**src/rtl/if_fetch_unit_if.sv**
```systemverilog
// rtl/if_fetch_unit_if.sv - instruction-memory request/ready bus between fetch and imem
interface if_fetch_unit_if #(
  parameter int ADDRESS_LEN = 32
);
  logic                   imem_req;
  logic [ADDRESS_LEN-1:0] imem_addr;
  logic                   imem_ready;
  logic [ADDRESS_LEN-1:0] imem_rdata;

  // Fetch unit drives the request side
  modport master (
    output imem_req,
    output imem_addr,
    input  imem_ready,
    input  imem_rdata
  );

  // Instruction memory answers
  modport slave (
    input  imem_req,
    input  imem_addr,
    output imem_ready,
    output imem_rdata
  );
endinterface

```
**src/rtl/if_fetch_unit.sv**
```systemverilog
// rtl/if_fetch_unit.sv - IF stage: PC, imem handshake, hold buffer and IF/ID register
module if_fetch_unit #(
  parameter int                     ADDRESS_LEN = 32,
  parameter logic [ADDRESS_LEN-1:0] RESET_PC    = '0,
  parameter logic [ADDRESS_LEN-1:0] NOP_INSTR   = '0
) (
  input  logic                   clk,
  input  logic                   rst,
  input  logic                   freeze,
  input  logic                   branch_taken,
  input  logic [ADDRESS_LEN-1:0] branch_addr,
  if_fetch_unit_if.master        imem,
  output logic [ADDRESS_LEN-1:0] pc,
  output logic [ADDRESS_LEN-1:0] instruction,
  output logic                   valid
);

  typedef enum logic [0:0] {
    S_REQ  = 1'b0,
    S_HOLD = 1'b1
  } state_t;

  localparam logic [ADDRESS_LEN-1:0] PC_STEP = ADDRESS_LEN'(4);

  state_t                 state_q,    state_d;
  logic [ADDRESS_LEN-1:0] pc_reg_q,   pc_reg_d;
  logic [ADDRESS_LEN-1:0] hb_instr_q, hb_instr_d;
  logic [ADDRESS_LEN-1:0] hb_pc_q,    hb_pc_d;
  logic [ADDRESS_LEN-1:0] if_pc_q,    if_pc_d;
  logic [ADDRESS_LEN-1:0] if_instr_q, if_instr_d;
  logic                   if_valid_q, if_valid_d;
  logic [ADDRESS_LEN-1:0] pc_inc;

  // Increment wraps naturally at 2^ADDRESS_LEN
  assign pc_inc = pc_reg_q + PC_STEP;

  // No request while parked in the hold buffer or held in reset
  assign imem.imem_req  = (state_q == S_REQ) && !rst;
  assign imem.imem_addr = pc_reg_q;

  assign pc          = if_pc_q;
  assign instruction = if_instr_q;
  assign valid       = if_valid_q;

  // Next-state: branch redirect first, then fetch/freeze handling per state
  always_comb begin
    state_d    = state_q;
    pc_reg_d   = pc_reg_q;
    hb_instr_d = hb_instr_q;
    hb_pc_d    = hb_pc_q;
    if_pc_d    = if_pc_q;
    if_instr_d = if_instr_q;
    if_valid_d = if_valid_q;

    if (branch_taken) begin
      // Flush overrides freeze and drops any same-cycle response or buffered word
      pc_reg_d   = branch_addr;
      if_pc_d    = '0;
      if_instr_d = NOP_INSTR;
      if_valid_d = 1'b0;
      hb_instr_d = '0;
      hb_pc_d    = '0;
      state_d    = S_REQ;
    end else begin
      case (state_q)
        S_REQ: begin
          if (imem.imem_ready) begin
            pc_reg_d = pc_inc;
            if (!freeze) begin
              if_pc_d    = pc_inc;
              if_instr_d = imem.imem_rdata;
              if_valid_d = 1'b1;
            end else begin
              // Decode is stalled: park the word so it is neither lost nor refetched
              hb_pc_d    = pc_inc;
              hb_instr_d = imem.imem_rdata;
              state_d    = S_HOLD;
            end
          end else if (!freeze) begin
            // Memory stall becomes a bubble; pc field keeps its old value
            if_instr_d = NOP_INSTR;
            if_valid_d = 1'b0;
          end
        end
        S_HOLD: begin
          if (!freeze) begin
            if_pc_d    = hb_pc_q;
            if_instr_d = hb_instr_q;
            if_valid_d = 1'b1;
            state_d    = S_REQ;
          end
        end
        default: state_d = S_REQ;
      endcase
    end
  end

  // State and pipeline registers with synchronous reset
  always_ff @(posedge clk) begin
    if (rst) begin
      state_q    <= S_REQ;
      pc_reg_q   <= RESET_PC;
      hb_instr_q <= '0;
      hb_pc_q    <= '0;
      if_pc_q    <= '0;
      if_instr_q <= NOP_INSTR;
      if_valid_q <= 1'b0;
    end else begin
      state_q    <= state_d;
      pc_reg_q   <= pc_reg_d;
      hb_instr_q <= hb_instr_d;
      hb_pc_q    <= hb_pc_d;
      if_pc_q    <= if_pc_d;
      if_instr_q <= if_instr_d;
      if_valid_q <= if_valid_d;
    end
  end

endmodule

```
**src/flat_wrapper.sv**
```systemverilog
// flat-port wrapper written by rule: the top's interface ports become plain ports
module if_fetch_unit_flat 
#(
  parameter int                     ADDRESS_LEN = 32,
  parameter logic [ADDRESS_LEN-1:0] RESET_PC    = '0,
  parameter logic [ADDRESS_LEN-1:0] NOP_INSTR   = '0
)
  (clk, rst, freeze, branch_taken, branch_addr, pc, instruction, valid, imem_imem_req, imem_imem_addr, imem_imem_ready, imem_imem_rdata);
  if_fetch_unit_if #(.ADDRESS_LEN(ADDRESS_LEN)) imem_i ();
  input  logic clk;
  input  logic rst;
  input  logic freeze;
  input  logic branch_taken;
  input  logic [ADDRESS_LEN-1:0] branch_addr;
  output logic [ADDRESS_LEN-1:0] pc;
  output logic [ADDRESS_LEN-1:0] instruction;
  output logic valid;
  output wire logic [$bits(imem_i.imem_req)-1:0] imem_imem_req;
  output wire logic [$bits(imem_i.imem_addr)-1:0] imem_imem_addr;
  input wire logic [$bits(imem_i.imem_ready)-1:0] imem_imem_ready;
  input wire logic [$bits(imem_i.imem_rdata)-1:0] imem_imem_rdata;
  assign imem_imem_req = imem_i.imem_req;
  assign imem_imem_addr = imem_i.imem_addr;
  assign imem_i.imem_ready = imem_imem_ready;
  assign imem_i.imem_rdata = imem_imem_rdata;
  if_fetch_unit #(.ADDRESS_LEN(ADDRESS_LEN), .RESET_PC(RESET_PC), .NOP_INSTR(NOP_INSTR)) u_core (.clk(clk), .rst(rst), .freeze(freeze), .branch_taken(branch_taken), .branch_addr(branch_addr), .imem(imem_i), .pc(pc), .instruction(instruction), .valid(valid));
endmodule
```
**config.mk**
```make
export PLATFORM = sky130hd
export DESIGN_NAME = if_fetch_unit_flat
export DESIGN_NICKNAME = d
export VERILOG_FILES = /design/src/rtl/if_fetch_unit_if.sv /design/src/rtl/if_fetch_unit.sv /design/src/flat_wrapper.sv
export SDC_FILE = /design/constraint.sdc
export NUM_CORES = 1
export LEC_CHECK = 0
export CAP_MARGIN = 20
export CORE_ASPECT_RATIO = 0.6
export CORE_MARGIN = 2
export CORE_UTILIZATION = 41
export CTS_CLUSTER_SIZE = 25
export DETAILED_ROUTE_END_ITERATION = 12
export PLACE_DENSITY_LB_ADDON = 0.1
export SLEW_MARGIN = 40
export SYNTH_ARGS = -nofsm -noshare
export SYNTH_HDL_FRONTEND = slang
export SYNTH_SLANG_ARGS = --single-unit
```
**constraint.sdc**
```tcl
create_clock -name clk -period 2.7 [get_ports clk]
set_input_delay 0.81 -clock clk [delete_from_list [all_inputs] [get_ports clk]]
set_output_delay 0.81 -clock clk [all_outputs]
set_load 0.01 [all_outputs]
```
==> qor.yml <==
place:
  dpl.hpwl_um: 15100
  io_buffer_count: 166
  gp_congestion: 0.804
  dp_cells: 1323
  postPlaceCellArea_um2: 9500
global_routing:
  grt_pass1_wl_um: 35700
  grt_pass1_vias: 6850
  grt.total_usage: 0.235
  antenna_found_initial: 0
  grt_overflow_total: 0
  grt_max_degree: 52
worst_setup_path:
  crit_required_ps: 1890
  slowest_stage: "clkdlybuf4s50_1"
  r2r_start: "u_core.imem.imem_addr[9]"
  critPathMaxStageDelay_ps: 550
  critPathLaunch: "rst"
  end_kind: "primary output"
  crit_type: "in2out"
  cp_max_fo: 2
  r2r_cells: 6
  r2r-end: "u_core.pc[31]"
  worstPathCellList: "clkdlybuf4s50_1 -> nor2_1 -> dlygate4sd2_1"
  arrival_ps: 1710
  regToRegSetupSlack_ps: 510
  start_kind: "input pin"
floorplan:
  core_um2: 17400
  die_w_um: 177
  std_cell_rows: 37
  start_util: 0.424
  die_y_um: 108
  io_pins: 167
  die_area_um2: 19100
finish:
  drive_above_1_share: 0.0901
  antenna_cells: 0
  nFillCells: 1623
  finalInstanceArea_um2: 10100
  final_core_util: 0.578
  fin_nets: 1178
  instances_no_fill: 1355
  area_growth_pct: 36.1
clocking:
  worstSkewPairLatency_ps: 420
  cts_sinks: 162
  clock_tree.root_cell: "clkbuf_16"
  cts_made_buffers: 17
  clk_path_buf_depth: 2
  ctsHtreeMaxLevel: 4
  cts_tree: "yes"
  path_clk_slew_ps: 60
synthesis:
  ys_ff_latch: 162
  synth.cell_area_um2: 7390
  synth_ff_type: "dfxtp_1"
  syn_inst: 960
  avgSynthCellArea_um2: 7.70
  synthDistinctLibCells: 49
  synth_edf_count: 0
  syn_nets: 1030
  synth_seq_area_share: 0.439
  synthArstFlopShare: 0
  synth_warnings: 0
timing:
  final.period_utilization: 0.932
  max_freq_mhz: 397
  hold_viol: 0
  tightest_slew_ps: 551
  slew_viol_final: 0
  fin_skew_ps: 14.2
  rsz0062_at_grt: "no"
  slew_headroom: 0.632
  setup_viol: 0
  min_period_ps: 2520
  hold_slack_ps: 452
drt:
  drc: 0
  drt_iter0_drc: 585
  drtAntennaViolNets: 0
  vias: 7296
  drt_wl_total_um: 22100
  wl_per_cell_um: 16.3
  via_per_inst: 5.38
  drt_pass1_iterations: 5
min_path:
  hold_start: "u_core.hb_pc_q[8]"
  hold_path_class: "reg2reg"
  min_path_cells: 2
  whs_endpoint: "u_core.hb_pc_q[8]"
status:
  status: "finished clean"
pwr:
  peakVddDrop_mv: 0.439
  power_density_nw_per_um2: 556
  leakage_nw: 3.50
run:
  cap_violations: 0
==> how the worst max path moves through the flow <==
stage                         end  depth (start not counted)
2_1_floorplan  u_core.hb_pc_q[11]                          9
3_3_place_gp        imem_imem_req                          3
3_5_place_dp        imem_imem_req                          3
4_1_cts             imem_imem_req                          3
5_1_grt             imem_imem_req                          3
6_report            imem_imem_req                          3
==> through the flow <==
| step | total power [mW] | setup slack, ps | TNS, ps |
|---|---|---|---|
| floorplan | 2.93 | 382 | 0 |
| global placement | 3.31 | -105 | -223 |
| detailed placement | 3.31 | -75.5 | -269 |
| CTS | 5.63 | 185 | 0 |
| global route | 5.82 | 138 | 0 |
| finish | 5.59 | 183 | 0 |
==> critical path: cells and delay by family <==
kind                   cells  cell delay (ps)
and+or+nand+nor            1               60
buffers and inverters      2              840
==> logic make-up (layout without fill, tap and decap cells) <==
logic type,count (synthesis),count (layout),share of synthesized area
and+or+nand+nor,412,412,0.260
AOI/OAI and AO/OA,238,238,0.183
DFF,162,162,0.439
buffers and inverters,93,254,0.0517
xor gates and xnor gates,45,45,0.0533
muxes,9,9,0.0122
adders and majority gates,1,1,0.00169
==> cells in the mapped netlist (all sizes together), types with 12 or more instances <==
master  number  area, µm²
nand2      172        646
dfxtp      162       3240
a21oi      151        756
nor2        98        368
clkbuf      65        245
nand3       54        270
o21ai       25        125
buf         24        121
nor3        24        135
xor2        24        210
xnor2       21        184
a211oi      20        150
nor4        14        130
or3         14       92.6
o211ai      13       97.6
nand4       12       96.3
==> repair_timing <==
item / in CTS / in global routing
buffers inserted: 0 / 0
hold buffers: 0 / 0
endpoints found under the setup margin: 1 / 0
resized for setup: 1 / 0
==> final cells by class <==
class | instances | area [µm²] | area share
Tap cell | 234 | 293 | 0.0291
Clock inverter | 14 | 129 | 0.0128
Timing Repair Buffer | 218 | 2170 | 0.216
Clock buffer | 18 | 429 | 0.0427
Sequential cell | 162 | 3240 | 0.323
Inverter | 4 | 15.0 | 0.00149
Multi-Input combinational cell | 705 | 3770 | 0.375
==> report_power, final <==
group,total [mW],switching [mW],internal [mW]
Clock,2.33,1.05,1.28
Combinational,0.719,0.370,0.349
Sequential,2.54,0.0768,2.46
==> sequential cells by signal, indices dropped and copies added (netlist names) <==
| name | count |
|---|---|
| u_core.hb_instr_q | 32 |
| u_core.state_q | 1 |
| u_core.hb_pc_q | 32 |
| u_core.valid | 1 |
| u_core.imem.imem_addr | 32 |
| u_core.pc | 32 |
| u_core.instruction | 32 |
==> cells in the final DEF, fill, tap and decap left out, types with 17 or more instances in the layout <==
master	n
a211oi_1	20
a21oi_1	151
buf_4	42
clkbuf_16	17
clkdlybuf4s50_1	164
dfxtp_1	161
nand2_1	171
nand3_1	54
nor2_1	98
nor3_1	21
o21ai_0	25
xnor2_1	21
xor2_1	24
==> layer usage <==
layer,GRT usage,wire length [µm]
met1,0.350,11300
met5,0,0
met3,0.0394,1050
met2,0.356,9650
met4,0.0486,121
Note: power is estimated with default switching activity, not from simulation.
